==> src/rtl/idft_cordic_pkg.sv <==
// Shared constants, state encoding and the CORDIC arctan table for the 16-point IDFT.
package idft_cordic_pkg;

  localparam int IDFT_W    = 16;
  localparam int IDFT_ITER = 11;
  localparam int ACC_W     = 21;
  localparam int GAIN      = 622;
  localparam int PI8_Q     = 402;

  typedef enum logic [1:0] {S_LOAD, S_ROT, S_SCALE, S_EMIT} state_e;

  // atan(2^-i) in Q5.10 radians; deeper iterations contribute nothing
  function automatic int atan_q(input int i);
    case (i)
      0:       return 804;
      1:       return 475;
      2:       return 251;
      3:       return 127;
      4:       return 64;
      5:       return 32;
      6:       return 16;
      7:       return 8;
      8:       return 4;
      9:       return 2;
      10:      return 1;
      default: return 0;
    endcase
  endfunction

endpackage

==> src/rtl/idft_cordic_cordic_rot.sv <==
// Rotates (re,im) by m*pi/8: exact quadrant turn on start, then ITER CORDIC micro-rotations.
module cordic_rot #(
  parameter int W    = 16,
  parameter int ITER = 11
) (
  input  logic                clk,
  input  logic                rst_n,
  input  logic                start,
  input  logic signed [W-1:0] re_in,
  input  logic signed [W-1:0] im_in,
  input  logic [3:0]          m,
  output logic                busy,
  output logic                done,
  output logic signed [W+1:0] re_out
);
  import idft_cordic_pkg::*;

  localparam int DW = W + 2;
  localparam int IW = $clog2(ITER + 1);

  logic              act_q, act_d;
  logic [IW-1:0]     it_q, it_d;
  logic signed [DW-1:0] x_q, x_d, y_q, y_d, z_q, z_d;
  logic signed [DW-1:0] pre_x, pre_y, re_x, im_x, z_start;
  logic signed [DW-1:0] x_n, y_n, z_n, x_sh, y_sh, atan_v;

  always_comb begin
    re_x    = DW'(re_in);
    im_x    = DW'(im_in);
    pre_x   = re_x;
    pre_y   = im_x;
    case (m[3:2])
      2'd1:    begin pre_x = -im_x; pre_y = re_x;  end
      2'd2:    begin pre_x = -re_x; pre_y = -im_x; end
      2'd3:    begin pre_x = im_x;  pre_y = -re_x; end
      default: begin pre_x = re_x;  pre_y = im_x;  end
    endcase
    z_start = DW'(int'(m[1:0]) * PI8_Q);

    x_sh   = x_q >>> it_q;
    y_sh   = y_q >>> it_q;
    atan_v = DW'(atan_q(int'(it_q)));
    if (!z_q[DW-1]) begin
      x_n = x_q - y_sh;
      y_n = y_q + x_sh;
      z_n = z_q - atan_v;
    end else begin
      x_n = x_q + y_sh;
      y_n = y_q - x_sh;
      z_n = z_q + atan_v;
    end
  end

  assign busy   = act_q;
  assign done   = act_q && (it_q == IW'(ITER - 1));
  assign re_out = x_n;

  always_comb begin
    act_d = act_q;
    it_d  = it_q;
    x_d   = x_q;
    y_d   = y_q;
    z_d   = z_q;
    if (act_q) begin
      x_d  = x_n;
      y_d  = y_n;
      z_d  = z_n;
      it_d = it_q + 1'b1;
      if (done) act_d = 1'b0;
    end else if (start) begin
      x_d   = pre_x;
      y_d   = pre_y;
      z_d   = z_start;
      it_d  = '0;
      act_d = 1'b1;
    end
  end

  always_ff @(negedge clk or negedge rst_n) begin
    if (!rst_n) begin
      act_q <= 1'b0;
      it_q  <= '0;
    end else begin
      act_q <= act_d;
      it_q  <= it_d;
    end
  end

  always_ff @(negedge clk) begin
    x_q <= x_d;
    y_q <= y_d;
    z_q <= z_d;
  end

endmodule

==> src/rtl/idft_cordic.sv <==
// 16-point inverse DFT: loads 16 bins, accumulates one CORDIC-rotated term per 12 cycles,
// scales by the CORDIC gain and 1/16, then presents each time sample with a valid/ready handshake.
module idft_cordic #(
  parameter int W    = 16,
  parameter int ITER = 11
) (
  input  logic                clk,
  input  logic                rst_n,
  input  logic                in_valid,
  output logic                in_ready,
  input  logic signed [W-1:0] in_re,
  input  logic signed [W-1:0] in_im,
  output logic                out_valid,
  input  logic                out_ready,
  output logic signed [W-1:0] out_data,
  output logic [3:0]          out_idx,
  output logic                busy
);
  import idft_cordic_pkg::*;

  localparam int PW     = 32;
  localparam int SAT_HI = (1 << (W - 1)) - 1;
  localparam int SAT_LO = -(1 << (W - 1));

  function automatic logic signed [W-1:0] sat_w(input logic signed [PW-1:0] v);
    if (v > SAT_HI)      return W'(SAT_HI);
    else if (v < SAT_LO) return W'(SAT_LO);
    else                 return W'(v);
  endfunction

  state_e                  state_q, state_d;
  logic [3:0]              n_q, n_d, k_q, k_d, cnt_q, cnt_d;
  logic                    ph_q, ph_d;
  logic signed [ACC_W-1:0] acc_q, acc_d;
  logic signed [PW-1:0]    prod_q, prod_d;
  logic signed [W-1:0]     out_data_q, out_data_d;
  logic signed [W-1:0]     bin_re_q [16];
  logic signed [W-1:0]     bin_im_q [16];

  logic                    ld_fire, cr_start, cr_busy, cr_done;
  logic [3:0]              tw_m;
  logic signed [W+1:0]     cr_re;

  assign ld_fire   = (state_q == S_LOAD) && in_valid;
  assign tw_m      = k_q * n_q;
  assign in_ready  = (state_q == S_LOAD);
  assign busy      = (state_q != S_LOAD);
  assign out_valid = (state_q == S_EMIT);
  assign out_data  = out_data_q;
  assign out_idx   = n_q;

  cordic_rot #(.W(W), .ITER(ITER)) u_rot (
    .clk    (clk),
    .rst_n  (rst_n),
    .start  (cr_start),
    .re_in  (bin_re_q[k_q]),
    .im_in  (bin_im_q[k_q]),
    .m      (tw_m),
    .busy   (cr_busy),
    .done   (cr_done),
    .re_out (cr_re)
  );

  always_comb begin
    state_d    = state_q;
    n_d        = n_q;
    k_d        = k_q;
    cnt_d      = cnt_q;
    ph_d       = ph_q;
    acc_d      = acc_q;
    prod_d     = prod_q;
    out_data_d = out_data_q;
    cr_start   = 1'b0;
    case (state_q)
      S_LOAD: begin
        if (in_valid) begin
          cnt_d = cnt_q + 1'b1;
          if (cnt_q == 4'd15) begin
            state_d = S_ROT;
            n_d     = '0;
            k_d     = '0;
            acc_d   = '0;
          end
        end
      end
      S_ROT: begin
        // a new term starts the cycle after the previous one retires, so no gaps between terms
        cr_start = !cr_busy;
        if (cr_done) begin
          acc_d = acc_q + ACC_W'(cr_re);
          k_d   = k_q + 1'b1;
          if (k_q == 4'd15) begin
            state_d = S_SCALE;
            ph_d    = 1'b0;
          end
        end
      end
      S_SCALE: begin
        if (!ph_q) begin
          prod_d = PW'(acc_q) * PW'(GAIN);
          ph_d   = 1'b1;
        end else begin
          out_data_d = sat_w(prod_q >>> 14);
          ph_d       = 1'b0;
          state_d    = S_EMIT;
        end
      end
      S_EMIT: begin
        if (out_ready) begin
          n_d = n_q + 1'b1;
          if (n_q == 4'd15) begin
            state_d = S_LOAD;
          end else begin
            k_d     = '0;
            acc_d   = '0;
            state_d = S_ROT;
          end
        end
      end
      default: state_d = S_LOAD;
    endcase
  end

  always_ff @(negedge clk or negedge rst_n) begin
    if (!rst_n) begin
      state_q    <= S_LOAD;
      n_q        <= '0;
      k_q        <= '0;
      cnt_q      <= '0;
      ph_q       <= 1'b0;
      acc_q      <= '0;
      out_data_q <= '0;
    end else begin
      state_q    <= state_d;
      n_q        <= n_d;
      k_q        <= k_d;
      cnt_q      <= cnt_d;
      ph_q       <= ph_d;
      acc_q      <= acc_d;
      out_data_q <= out_data_d;
    end
  end

  always_ff @(negedge clk) begin
    prod_q <= prod_d;
    if (ld_fire) begin
      bin_re_q[cnt_q] <= in_re;
      bin_im_q[cnt_q] <= in_im;
    end
  end

endmodule

==> config.mk <==
export PLATFORM = sky130hd
export DESIGN_NAME = idft_cordic
export DESIGN_NICKNAME = d
export VERILOG_FILES = /design/src/rtl/idft_cordic_pkg.sv /design/src/rtl/idft_cordic_cordic_rot.sv /design/src/rtl/idft_cordic.sv
export SDC_FILE = /design/constraint.sdc
export NUM_CORES = 2
export LEC_CHECK = 0
export ABC_AREA = 1
export BUFFER_PORTS_ARGS = -buffer_cell sky130_fd_sc_hd__buf_2
export CAP_MARGIN = 20
export CORE_ASPECT_RATIO = 0.6
export CORE_MARGIN = 5
export CORE_UTILIZATION = 40
export CTS_CLUSTER_DIAMETER = 50
export DETAILED_ROUTE_END_ITERATION = 10
export GPL_TIMING_DRIVEN = 1
export SETUP_SLACK_MARGIN = 0.15
export SLEW_MARGIN = 20
export SYNTH_ARGS = -nofsm -noshare
export SYNTH_HDL_FRONTEND = slang
export SYNTH_SLANG_ARGS = --single-unit
==> constraint.sdc <==
create_clock -name clk -period 6.6 [get_ports clk]
set_input_delay 0 -clock clk [delete_from_list [all_inputs] [get_ports clk]]
set_output_delay 0 -clock clk [all_outputs]
set_load 0.1 [all_outputs]
==> out/metrics.csv <==
stage,metric,value,unit
outcome,status,"finished, final reports clean",
placed_design,# port buffers,58,
clocking,TritonCTS Buffers,68,
routing,WL met2,42800,um
routing,DR pass1 iterations,6,
layout,fillcell total,8814,
yosys,"EDFF count, synth",584,
critical_path,CP max-delay cell,dfrtn_1,
placed_design,GPL Wtd Cong,0.967,
routing,Initial DRC Count,3381,
sta,Least-Margin Pin Slew,1.07,ns
critical_path,CP max FO,29,
yosys,Synth Area in Adders,10.3,%
critical_path,"delay-heaviest family, CP",simple AND/OR/NAND/NOR gates,
routing,via count,30700,
yosys,"Seq/Total Area, Yosys",50.8,%
routing,Final ANT Viol Nets,0,
placed_design,dpl ws,0.605,ns
sta,Fin. Hold Viols,0,
yosys,Synth async-reset ratio,8.89,%
yosys,"top cells by area, synth","edfxtp_1, nand2_1, ha_1, nor2_1, o21ai_0",
sta,TNS Setup,0,ns
routing,Routed met1 length,55000,um
routing,Post-route DRC,0,
placed_design,post-DP HPWL,72000,um
yosys,"Cell Area, Synth",37300,um2
routing,DRT Wirelength,111000,um
die,Chip Width,404,um
grt,initial antenna violation count,4,
critical_path,"reg-to-reg slack, setup",0.72,ns
grt,total grt overflow,0,
yosys,post-synthesis net count,4216,
clocking,clk sinks,641,
yosys,post-synthesis simple-gate area fraction,17.7,%
sta,Clock Skew,0.0781,ns
die,initial core utilization,40.5,%
clocking,CTS tree,done,
sta,Max transition margin,28.5,%
flow_run,maxcap violations,0,
yosys,"Distinct cells, synth",59,
grt,vias in the first global route,29682,
die,# IOs,59,
sta,# setup viols final,0,
clocking,H-Tree Depth,3,
yosys,mux share of post-synthesis cell area,0.0268,%
hold_path,Hold Path Class,register to register,
sta,Max Freq,0.170,GHz
layout,share of cells above drive strength 1,6.59,%
yosys,Avg Inst Size Synth,9.52,um2
yosys,Gate Count Post-Synth,3921,
critical_path,CP max stage delay,0.48,ns
die,Row Count,86,
layout,most frequent cells in the layout,"inv_1, nand2_1, edfxtp_1",
critical_path,kind of critical path,register to register,
layout,"most common cell after layout, fill and taps aside",inv_1,
critical_path,CP Data Required Time,10.34,ns
critical_path,CP most frequent cell,nand2_1,
layout,multi-input combinational cell area,16300,um2
layout,fin nets,4813,
critical_path,Worst EP arrival,9.62,ns
critical_path,worst path bufs/invs,6,
sta,Slew Limit Fails,0,
grt,largest net degree at the start of global routing,188,
yosys,post-synthesis compound-gate area fraction,12.4,%
layout,Reg area,19000,um2
routing,WL met3,11500,um
clocking,clk slew on worst S/H paths,0.05,ns
die,Die Ht,247,um
die,core outline area,92200,um2
yosys,xor/xnor share of the synthesized area,2.67,%
die,Die Footprint,99700,um2
grt,Overall Global Routing Usage,22.0,%
sta,Final Critical Period,5.88,ns
critical_path,startpoint type of the worst setup path,register,
clocking,clock buffer depth,3,
routing,wire length per cell,19.1,um
yosys,Synth top area share,47.0,%
yosys,main combinational cell family by area after synthesis,simple AND/OR/NAND/NOR gates,
clocking,Skew-Pair Late Insertion Delay,0.67,ns
layout,Area Overhead vs Synth,15.7,%
clocking,Clock Tree Root,clkbuf_16,
yosys,top cell type by total area after synthesis,edfxtp_1,
sta,RSZ-0062 raised after global routing,yes,
sta,crit share post-route,89.0,%
yosys,Yosys reg bits,641,
critical_path,Worst Setup End Kind,register,
yosys,prevailing post-synth register cell,edfxtp_1,
routing,DR vias/cell,5.29,
grt,global-route wire length before repair,170000,um
yosys,Yosys warning total,0,
sta,PnR worst setup slack,0.724,ns
routing,uppermost layer routed,met5,
==> kinds of logic (layout without fill, tap and decap cells) <==
family | after synthesis | count (layout)
fa+ha+maj | 259 | 259
mux | 1 | 1
simple gates | 1595 | 1595
flops | 641 | 641
other cells | 0 | 2
buf+inv | 502 | 1147
xor+xnor | 113 | 113
compound gates | 810 | 810
==> layer usage <==
layer,vias to the layer above,global-route usage [%]
li1,14760,-
met1,14550,34.3
met2,1283,28.1
met3,105,7.83
met4,2,6.28
met5,-,0
==> per-stage QoR <==
step	utilization (%)	instances	hold WS (ns)	area (um2)
global placement	42.0	5094	0.387	38700
global route	46.8	5800	0.446	43200
detailed placement	42.0	5094	0.403	38700
finish	46.8	5800	0.423	43200
CTS	46.7	5795	0.430	43100
floorplan	-	3921	0.357	37300
==> worst min-delay path, cell delays in order (launching register included) <==
cell and delay (ns):
dfrtn_1 0.40, nand2_1 0.05, o21ai_0 0.06
==> Yosys cell counts, types with 17 or more instances <==
cell type	n
o21ai_0	337
fa_1	81
buf_2	71
nand3_1	300
nor2_2	21
a31oi_1	22
a21oi_1	172
ha_1	178
xnor2_1	39
nand2_1	711
buf_6	23
nor2_1	493
o211ai_1	138
clkbuf_1	42
buf_4	17
inv_1	322
nand2_2	18
dfrtn_1	57
o21ai_1	72
xor2_1	73
edfxtp_1	584
==> repair_timing <==
action                                  4_1_cts  5_1_grt
gates resized for setup                       0       13
buffers inserted                              0        3
endpoints found under the setup margin        0        3
hold buffers                                  0        0
==> worst paths after layout <==
| check | endpoint | cells after the start | startpoint |
|---|---|---|---|
| setup / recovery | acc_q[19] | 39 | u_rot.it_q[1] |
| hold / removal | out_data[5] | 2 | out_data[5] |
| setup reg to reg | acc_q[19] | 39 | u_rot.it_q[1] |
| hold reg to reg | out_data[5] | 2 | out_data[5] |
| max in group asynchronous | acc_q[20] | 2 | rst_n |
| min in group asynchronous | out_data[13] | 1 | rst_n |
==> area by class of cell <==
class                      instances  share of cell area (%)
clock buffer                      74                    4.09
timing repair buffer             110                    1.81
sequential                       641                    43.9
clock inverter                   628                    5.99
inverter                         335                    2.94
tap                             1232                    3.57
multi-input combinational       2778                    37.7
antenna                            2                  0.0116
==> sequential cells by signal, summed over array words and instances, names as in the netlist <==
name / cells
state_q: 2
acc_q: 21
u_rot.x_q: 18
k_q: 4
u_rot.it_q: 4
ph_q: 1
prod_q: 18
bin_re_q: 256
u_rot.busy: 1
bin_im_q: 256
out_idx: 4
u_rot.y_q: 18
out_data: 16
u_rot.z_q: 18
cnt_q: 4
Power is not shown: default switching activity piles up to over one toggle a cycle in this logic, so the estimate is an artifact.
